===== config.mk =====
export PLATFORM = sky130hd
export DESIGN_NAME = nrzi_tx_ctrl
export DESIGN_NICKNAME = d
export VERILOG_FILES = /design/src/rtl/nrzi_tx_ctrl.sv
export SDC_FILE = /design/constraint.sdc
export NUM_CORES = 1
export LEC_CHECK = 0
export BUFFER_PORTS_ARGS = -buffer_cell sky130_fd_sc_hd__buf_2
export CAP_MARGIN = 15
export CORE_ASPECT_RATIO = 1.2
export CORE_UTILIZATION = 49
export CTS_CLUSTER_DIAMETER = 80
export DETAILED_ROUTE_END_ITERATION = 8
export PLACE_DENSITY = 0.84
export SYNTH_ARGS = -nofsm -noshare
export SYNTH_HDL_FRONTEND = slang
export SYNTH_SLANG_ARGS = --single-unit
export TNS_END_PERCENT = 20

===== constraint.sdc =====
create_clock -name clock -period 1.44 [get_ports clock]
set_input_delay 0.144 -clock clock [delete_from_list [all_inputs] [get_ports clock]]
set_output_delay 0.144 -clock clock [all_outputs]
set_load 0.05 [all_outputs]

===== src/rtl/nrzi_tx_ctrl.sv =====
// ---------------------------------------------------------------------------
// nrzi_tx_ctrl
// Transmit-side controller for the nrzi encoder. It accepts a parallel word
// over a valid/ready handshake and pulses the encoder reset for one cycle.
// It then shifts the word out MSB-first on enc_x, inserting a 0 stuff bit
// after STUFF_RUN consecutive data 1s when STUFF_EN is set.
//
// Ports
//   clock       in   single clock, rising edge
//   reset       in   synchronous active-high reset
//   data_in     in   [WIDTH-1:0] word, sampled on the accept edge
//   data_valid  in   producer has a word
//   data_ready  out  controller can accept (IDLE and not in reset)
//   enc_reset   out  drives nrzi reset (reset or CLEAR state)
//   enc_x       out  drives nrzi x
//   bit_valid   out  enc_x carries a frame bit this cycle
//   stuffed     out  current bit is a stuff bit
//   busy        out  frame in progress
//   done        out  one-cycle end-of-frame pulse
// ---------------------------------------------------------------------------
module nrzi_tx_ctrl #(
    parameter int unsigned WIDTH     = 16,
    parameter int unsigned STUFF_EN  = 1,
    parameter int unsigned STUFF_RUN = 6
) (
    input  logic             clock,
    input  logic             reset,
    input  logic [WIDTH-1:0] data_in,
    input  logic             data_valid,
    output logic             data_ready,
    output logic             enc_reset,
    output logic             enc_x,
    output logic             bit_valid,
    output logic             stuffed,
    output logic             busy,
    output logic             done
);

    localparam int unsigned CW = $clog2(WIDTH + 1);
    localparam int unsigned RW = $clog2(STUFF_RUN + 1);

    typedef enum logic [2:0] {
        S_IDLE,
        S_CLEAR,
        S_SHIFT,
        S_STUFF,
        S_DONE
    } state_t;

    state_t           r_state;
    logic [WIDTH-1:0] r_shreg;
    logic [CW-1:0]    r_bitcnt;
    logic [RW-1:0]    r_run;
    logic             r_enc_x;
    logic             r_bit_valid;
    logic             r_stuffed;
    logic             r_busy;
    logic             r_done;

    logic w_bit;
    logic w_stuff;
    logic w_last;
    logic w_accept;

    // Current data bit, and whether it completes a run of ones
    assign w_bit    = r_shreg[WIDTH-1];
    assign w_stuff  = (STUFF_EN != 0) && w_bit && (r_run == RW'(STUFF_RUN - 1));
    assign w_last   = (r_bitcnt == CW'(WIDTH - 1));
    assign w_accept = data_valid & data_ready;

    // Encoder reset must follow the controller reset with no register delay
    assign enc_reset  = reset | (r_state == S_CLEAR);
    assign data_ready = (r_state == S_IDLE) & ~reset;

    assign enc_x     = r_enc_x;
    assign bit_valid = r_bit_valid;
    assign stuffed   = r_stuffed;
    assign busy      = r_busy;
    assign done      = r_done;

    // Frame sequencer; outputs are registered for the state being entered
    always_ff @(posedge clock) begin
        if (reset) begin
            r_state     <= S_IDLE;
            r_shreg     <= '0;
            r_bitcnt    <= '0;
            r_run       <= '0;
            r_enc_x     <= 1'b0;
            r_bit_valid <= 1'b0;
            r_stuffed   <= 1'b0;
            r_busy      <= 1'b0;
            r_done      <= 1'b0;
        end else begin
            case (r_state)
                S_IDLE: begin
                    if (w_accept) begin
                        r_shreg  <= data_in;
                        r_bitcnt <= '0;
                        r_run    <= '0;
                        r_busy   <= 1'b1;
                        r_state  <= S_CLEAR;
                    end
                end

                S_CLEAR: begin
                    r_enc_x     <= r_shreg[WIDTH-1];
                    r_bit_valid <= 1'b1;
                    r_state     <= S_SHIFT;
                end

                S_SHIFT: begin
                    r_shreg  <= {r_shreg[WIDTH-2:0], 1'b0};
                    r_bitcnt <= r_bitcnt + CW'(1);
                    r_run    <= w_bit ? (r_run + RW'(1)) : '0;
                    if (w_stuff) begin
                        // Stuff takes priority even on the final data bit
                        r_enc_x     <= 1'b0;
                        r_stuffed   <= 1'b1;
                        r_state     <= S_STUFF;
                    end else if (w_last) begin
                        r_enc_x     <= 1'b0;
                        r_bit_valid <= 1'b0;
                        r_done      <= 1'b1;
                        r_state     <= S_DONE;
                    end else begin
                        r_enc_x     <= r_shreg[WIDTH-2];
                    end
                end

                S_STUFF: begin
                    r_run     <= '0;
                    r_stuffed <= 1'b0;
                    if (r_bitcnt == CW'(WIDTH)) begin
                        r_enc_x     <= 1'b0;
                        r_bit_valid <= 1'b0;
                        r_done      <= 1'b1;
                        r_state     <= S_DONE;
                    end else begin
                        // shreg was already advanced by the bit that triggered the stuff
                        r_enc_x <= r_shreg[WIDTH-1];
                        r_state <= S_SHIFT;
                    end
                end

                S_DONE: begin
                    r_done  <= 1'b0;
                    r_busy  <= 1'b0;
                    r_state <= S_IDLE;
                end

                default: begin
                    r_enc_x     <= 1'b0;
                    r_bit_valid <= 1'b0;
                    r_stuffed   <= 1'b0;
                    r_busy      <= 1'b0;
                    r_done      <= 1'b0;
                    r_state     <= S_IDLE;
                end
            endcase
        end
    end

endmodule


==> results.txt <==
The run finished, with violations left. The final reports fail on negative setup slack. For the worst-skew pair, the clock arrives at the later sink with an insertion delay of 350 ps. The simple-gate portion of the synthesized area works out to 0.1912. The cell area after layout was 1913 um^2.

The number of cells on the worst reg-to-reg path is 6. The Yosys step of the flow raised 0 warnings. The worst hold path begins at data_in[1]. Final worst slack: -11.53 ps.

The signal on the critical path passes through ha_4 -> and3_4 -> ha_4 -> buf_6 -> a32o_2 -> o21a_1. The async set-reset flop share out of synthesis is 0, and the final HPWL from detailed placement is 2326 um. The maximum fanout along the worst path is 3, and the number of cells on the worst hold path is 3. The run gives 0.303 as the part of the power in the clock network.

After the first detailed-routing iteration, the DRC count stood at 54. The adder and majority gate portion of the synthesized area came out at 0.04156. The fraction of the cycle the final worst path needs is 1.008.

The fraction of synthesized cell area taken by the top area cell type works out to 0.4256. The tools report the CTS buffer count as 5. Placer congestion estimate: 0.8095. The analysis attributes to net switching a power of 542.0 uW.

STA classifies the critical path endpoint as a flip-flop. The detailed-route wire length per cell was 13.19 um; the data required time of the critical path was 1700 ps. The first global-routing pass estimated 5699 um of wire. Data on the critical path arrives at its endpoint at 1710 ps.

TritonCTS built the clock tree. The height of the chip came out at 62.72 um. The clock period minus final worst setup slack is 1452 ps. The xor and xnor area share after synthesis was 0; the average vias per placed instance was 5.656.

STA classifies the critical path startpoint as a flip-flop. Leaving out fill and tap cells, the most frequent cells in the layout are sky130_fd_sc_hd__a21oi_1 (33), sky130_fd_sc_hd__dfxtp_1 (26), sky130_fd_sc_hd__buf_2 (23), sky130_fd_sc_hd__nand2_1 (22), sky130_fd_sc_hd__buf_4 (17). Final hold violation count: 0.

The share of the synthesized area in compound gates (AO/OA/AOI/OAI) works out to 0.2569. The number of enable-type register cells in the synthesized netlist came out at 0. Setup repair after global routing could not meet its margin everywhere. The total die area was 3299 um^2; the setup-violating endpoint count in the final report was 2. The most frequent cell on the critical path is sky130_fd_sc_hd__ha_4. The post-synthesis instance area came out at 1505 um^2. The maximum clock path buffer count is 2. Sorting the synthesized cells by area gives the leading types as sky130_fd_sc_hd__dfxtp_1 (43%), sky130_fd_sc_hd__a21oi_1 (11%), sky130_fd_sc_hd__nand2_1 (5.7%), sky130_fd_sc_hd__o21ai_0 (5.3%), sky130_fd_sc_hd__ha_1 (4.2%).

The core region is 2864 um^2. The switching power share of the total was 0.2948. The tools report the wire length after detailed routing as 3416 um. The buffer type at the clock tree root is sky130_fd_sc_hd__clkbuf_4. Path category of the worst min-delay check: input pin to flip-flop. The logs give 4 for the number of iterations in the first detailed-routing pass and 26 for the I/O pin count. The library cell used most frequently in the layout, excluding fill and tap cells, is sky130_fd_sc_hd__a21oi_1.

The internal portion of the total power is 1.297 mW. When the netlist entered floorplanning its net count stood at 208. Total global routing overflow: 0.

On the critical path, the stage with the largest delay is an instance of sky130_fd_sc_hd__dfxtp_2. The tools report the number of nets with antenna violations after routing as 0. The number of antenna violations at the first check in global routing is 0. After synthesis, the mean cell area works out to 8.180 um^2. VDD sags by at most 0.0008046 V. The number of violations of the max-capacitance limit came out at 0. The predominant post-synthesis flop cell was sky130_fd_sc_hd__dfxtp_1.

After detailed placement, the design holds a cell count of 250. Row generation in the floorplan step produced 21 rows. The depth of the CTS H-tree is 2, and the number of distinct library cells after synthesis is 40. The worst hold path terminates at r_shreg[1]$_SDFFE_PP0P_. The final layout contains 248 nets. The run gives 0 as the number of remaining DRC errors. The number of hold-repair buffers added at the cts stage was 0. The largest incremental delay on the critical path is 340 ps, and the maximum clock rate is 0.6889 GHz. The logs give -10 ps for the flop-to-flop setup slack and 32 for the number of sinks handled by clock tree synthesis. The clock slew at the register clock pins of the worst setup and hold paths is 100 ps. Power spread over the standard cell area amounts to 961.1 nW/um^2.

The via count of the first global-routing pass is 1343, and the final antenna diode count is 0. The synthesized design spends more area on one cell type than any other, namely sky130_fd_sc_hd__dfxtp_1. The run gives 0.8347 as the worst slew margin relative to its limit.

The initial cell density of the core was 0.5256. By startpoint and endpoint, the worst setup path is classified as flip-flop to flip-flop. For the pin with the worst max-slew slack, the measured transition is 249.6 ps. The sequential group share of total power was 0.526. The run gives 0.2341 as the aggregate global-route resource usage. The fraction of layout instances using a drive strength above 1 is 0.3156, and the synthesis-to-finish area growth is 27.10%. The instance area after placement was 1755 um^2; the count of mapped cells out of synthesis was 184. Between clock sinks in the finished design, the worst skew comes to 7.007 ps.

The tools report the end of the worst register-to-register path as done$_SDFFE_PP0P_. The tools report the maximum number of pins on one net before global-route repair as 22. Across all layers, the routed design uses 1465 vias. The flop and latch count out of synthesis is 32, and the sequential area share after synthesis is 0.4256.

The finished layout holds 259 standard cells, fillers aside. Buffers placed on the I/O ports in this run total 25. Share of total power in combinational logic: 0.171. Summed over all cells, the static leakage comes to 0.8610 nW. The number of max-slew violations in the final report came out at 0.

Share of synthesized area spent on multiplexers: 0.01995. The startpoint identified for the worst register-to-register timing path is r_bitcnt[1]$_SDFFE_PP0P_. The combinational family with the most area after synthesis was compound AO/OA/AOI/OAI gates. The die is 52.60 um wide.
[worst max-delay path: cells and delay by family, from the launching register on]
kind                       cells  cell delay (ps)
AOI/OAI and AO/OA              2              460
DFF                            1              340
adders and majority gates      2              300
and+or+nand+nor                1              150
buffers and inverters          1              110
[Yosys cell counts (all sizes together), types with 3 or more instances]
cell	instances
and3	3
mux2i	3
nor3	4
a21oi	33
o21a	3
o21ai	17
inv	6
nand2	23
dfxtp	32
nor2b	3
nor2	13
ha	5
nand3	4
buf	11
[logic make-up after synthesis]
group	after synthesis
and+or+nand+nor	59
DFF	32
buffers and inverters	18
muxes	3
AOI/OAI and AO/OA	67
adders and majority gates	5
[power by group through the flow]
stage | Sequential [mW] | Clock (mW) | Combinational (mW)
6_report | 0.968 | 0.557 | 0.314
5_1_grt | 0.974 | 0.606 | 0.347
4_1_cts | 0.969 | 0.571 | 0.308
3_5_place_dp | 0.989 | 0 | 0.297
3_3_place_gp | 0.987 | 0 | 0.292
2_1_floorplan | 1.00 | 0 | 0.184
[what timing repair did]
item	4_1_cts	5_1_grt
pin swaps	6	5
setup buffers	2	0
gates resized for setup	12	15
endpoints found under the setup margin	6	6
[registers in the layout, summed over array words and instances (netlist names)]
name       cells
r_shreg       16
r_bitcnt       5
r_run          3
r_state        3
bit_valid      1
busy           1
done           1
enc_x          1
stuffed        1
[final cells by class]
cell class	count	area (um^2)
fillers	238	950.9
multi-input cells	134	830.8
flip-flops and latches	32	653.1
repair buffers	45	302.8
clock buffers	6	51.30
well taps	34	42.54
inverters	6	22.52
clock inverters	2	10.01
[through the flow]
step	util	setup slack, ps	TNS (ps)	hold WS (ps)	power [mW]
after floorplan	-	-132.0	-132.0	277.8	1.189
after global placement	0.6129	-86.66	-154.1	385.2	1.278
after detailed placement	0.6129	-107.6	-298.0	387.9	1.286
after CTS	0.6470	-8.933	-28.94	5.979	1.848
after global routing	0.6680	-57.04	-146.2	19.59	1.928
final	0.6680	-11.53	-17.50	18.68	1.839
[worst max path at each step]
stage          cells past startpoint                  to  slack, ps                startpoint
6_report                           6   done$_SDFFE_PP0P_        -10  r_bitcnt[1]$_SDFFE_PP0P_
5_1_grt                            6   done$_SDFFE_PP0P_        -60  r_bitcnt[0]$_SDFFE_PP0P_
4_1_cts                            6   done$_SDFFE_PP0P_         -9  r_bitcnt[0]$_SDFFE_PP0P_
3_5_place_dp                       5  enc_x$_SDFFE_PP0N_       -110  r_bitcnt[0]$_SDFFE_PP0P_
3_3_place_gp                       5  enc_x$_SDFFE_PP0N_        -90  r_bitcnt[0]$_SDFFE_PP0P_
2_1_floorplan                      5  enc_x$_SDFFE_PP0N_       -130  r_bitcnt[0]$_SDFFE_PP0P_
[routing by layer]
layer,up-vias,routed length [um],global-route usage
met1,687,1465,0.2749
met4,0,118,0.1546
met2,38,1684,0.3734
met5,-,0,0
met3,10,149,0.04380
li1,730,-,-
No activity file was read; power rests on OpenSTA's default activity.
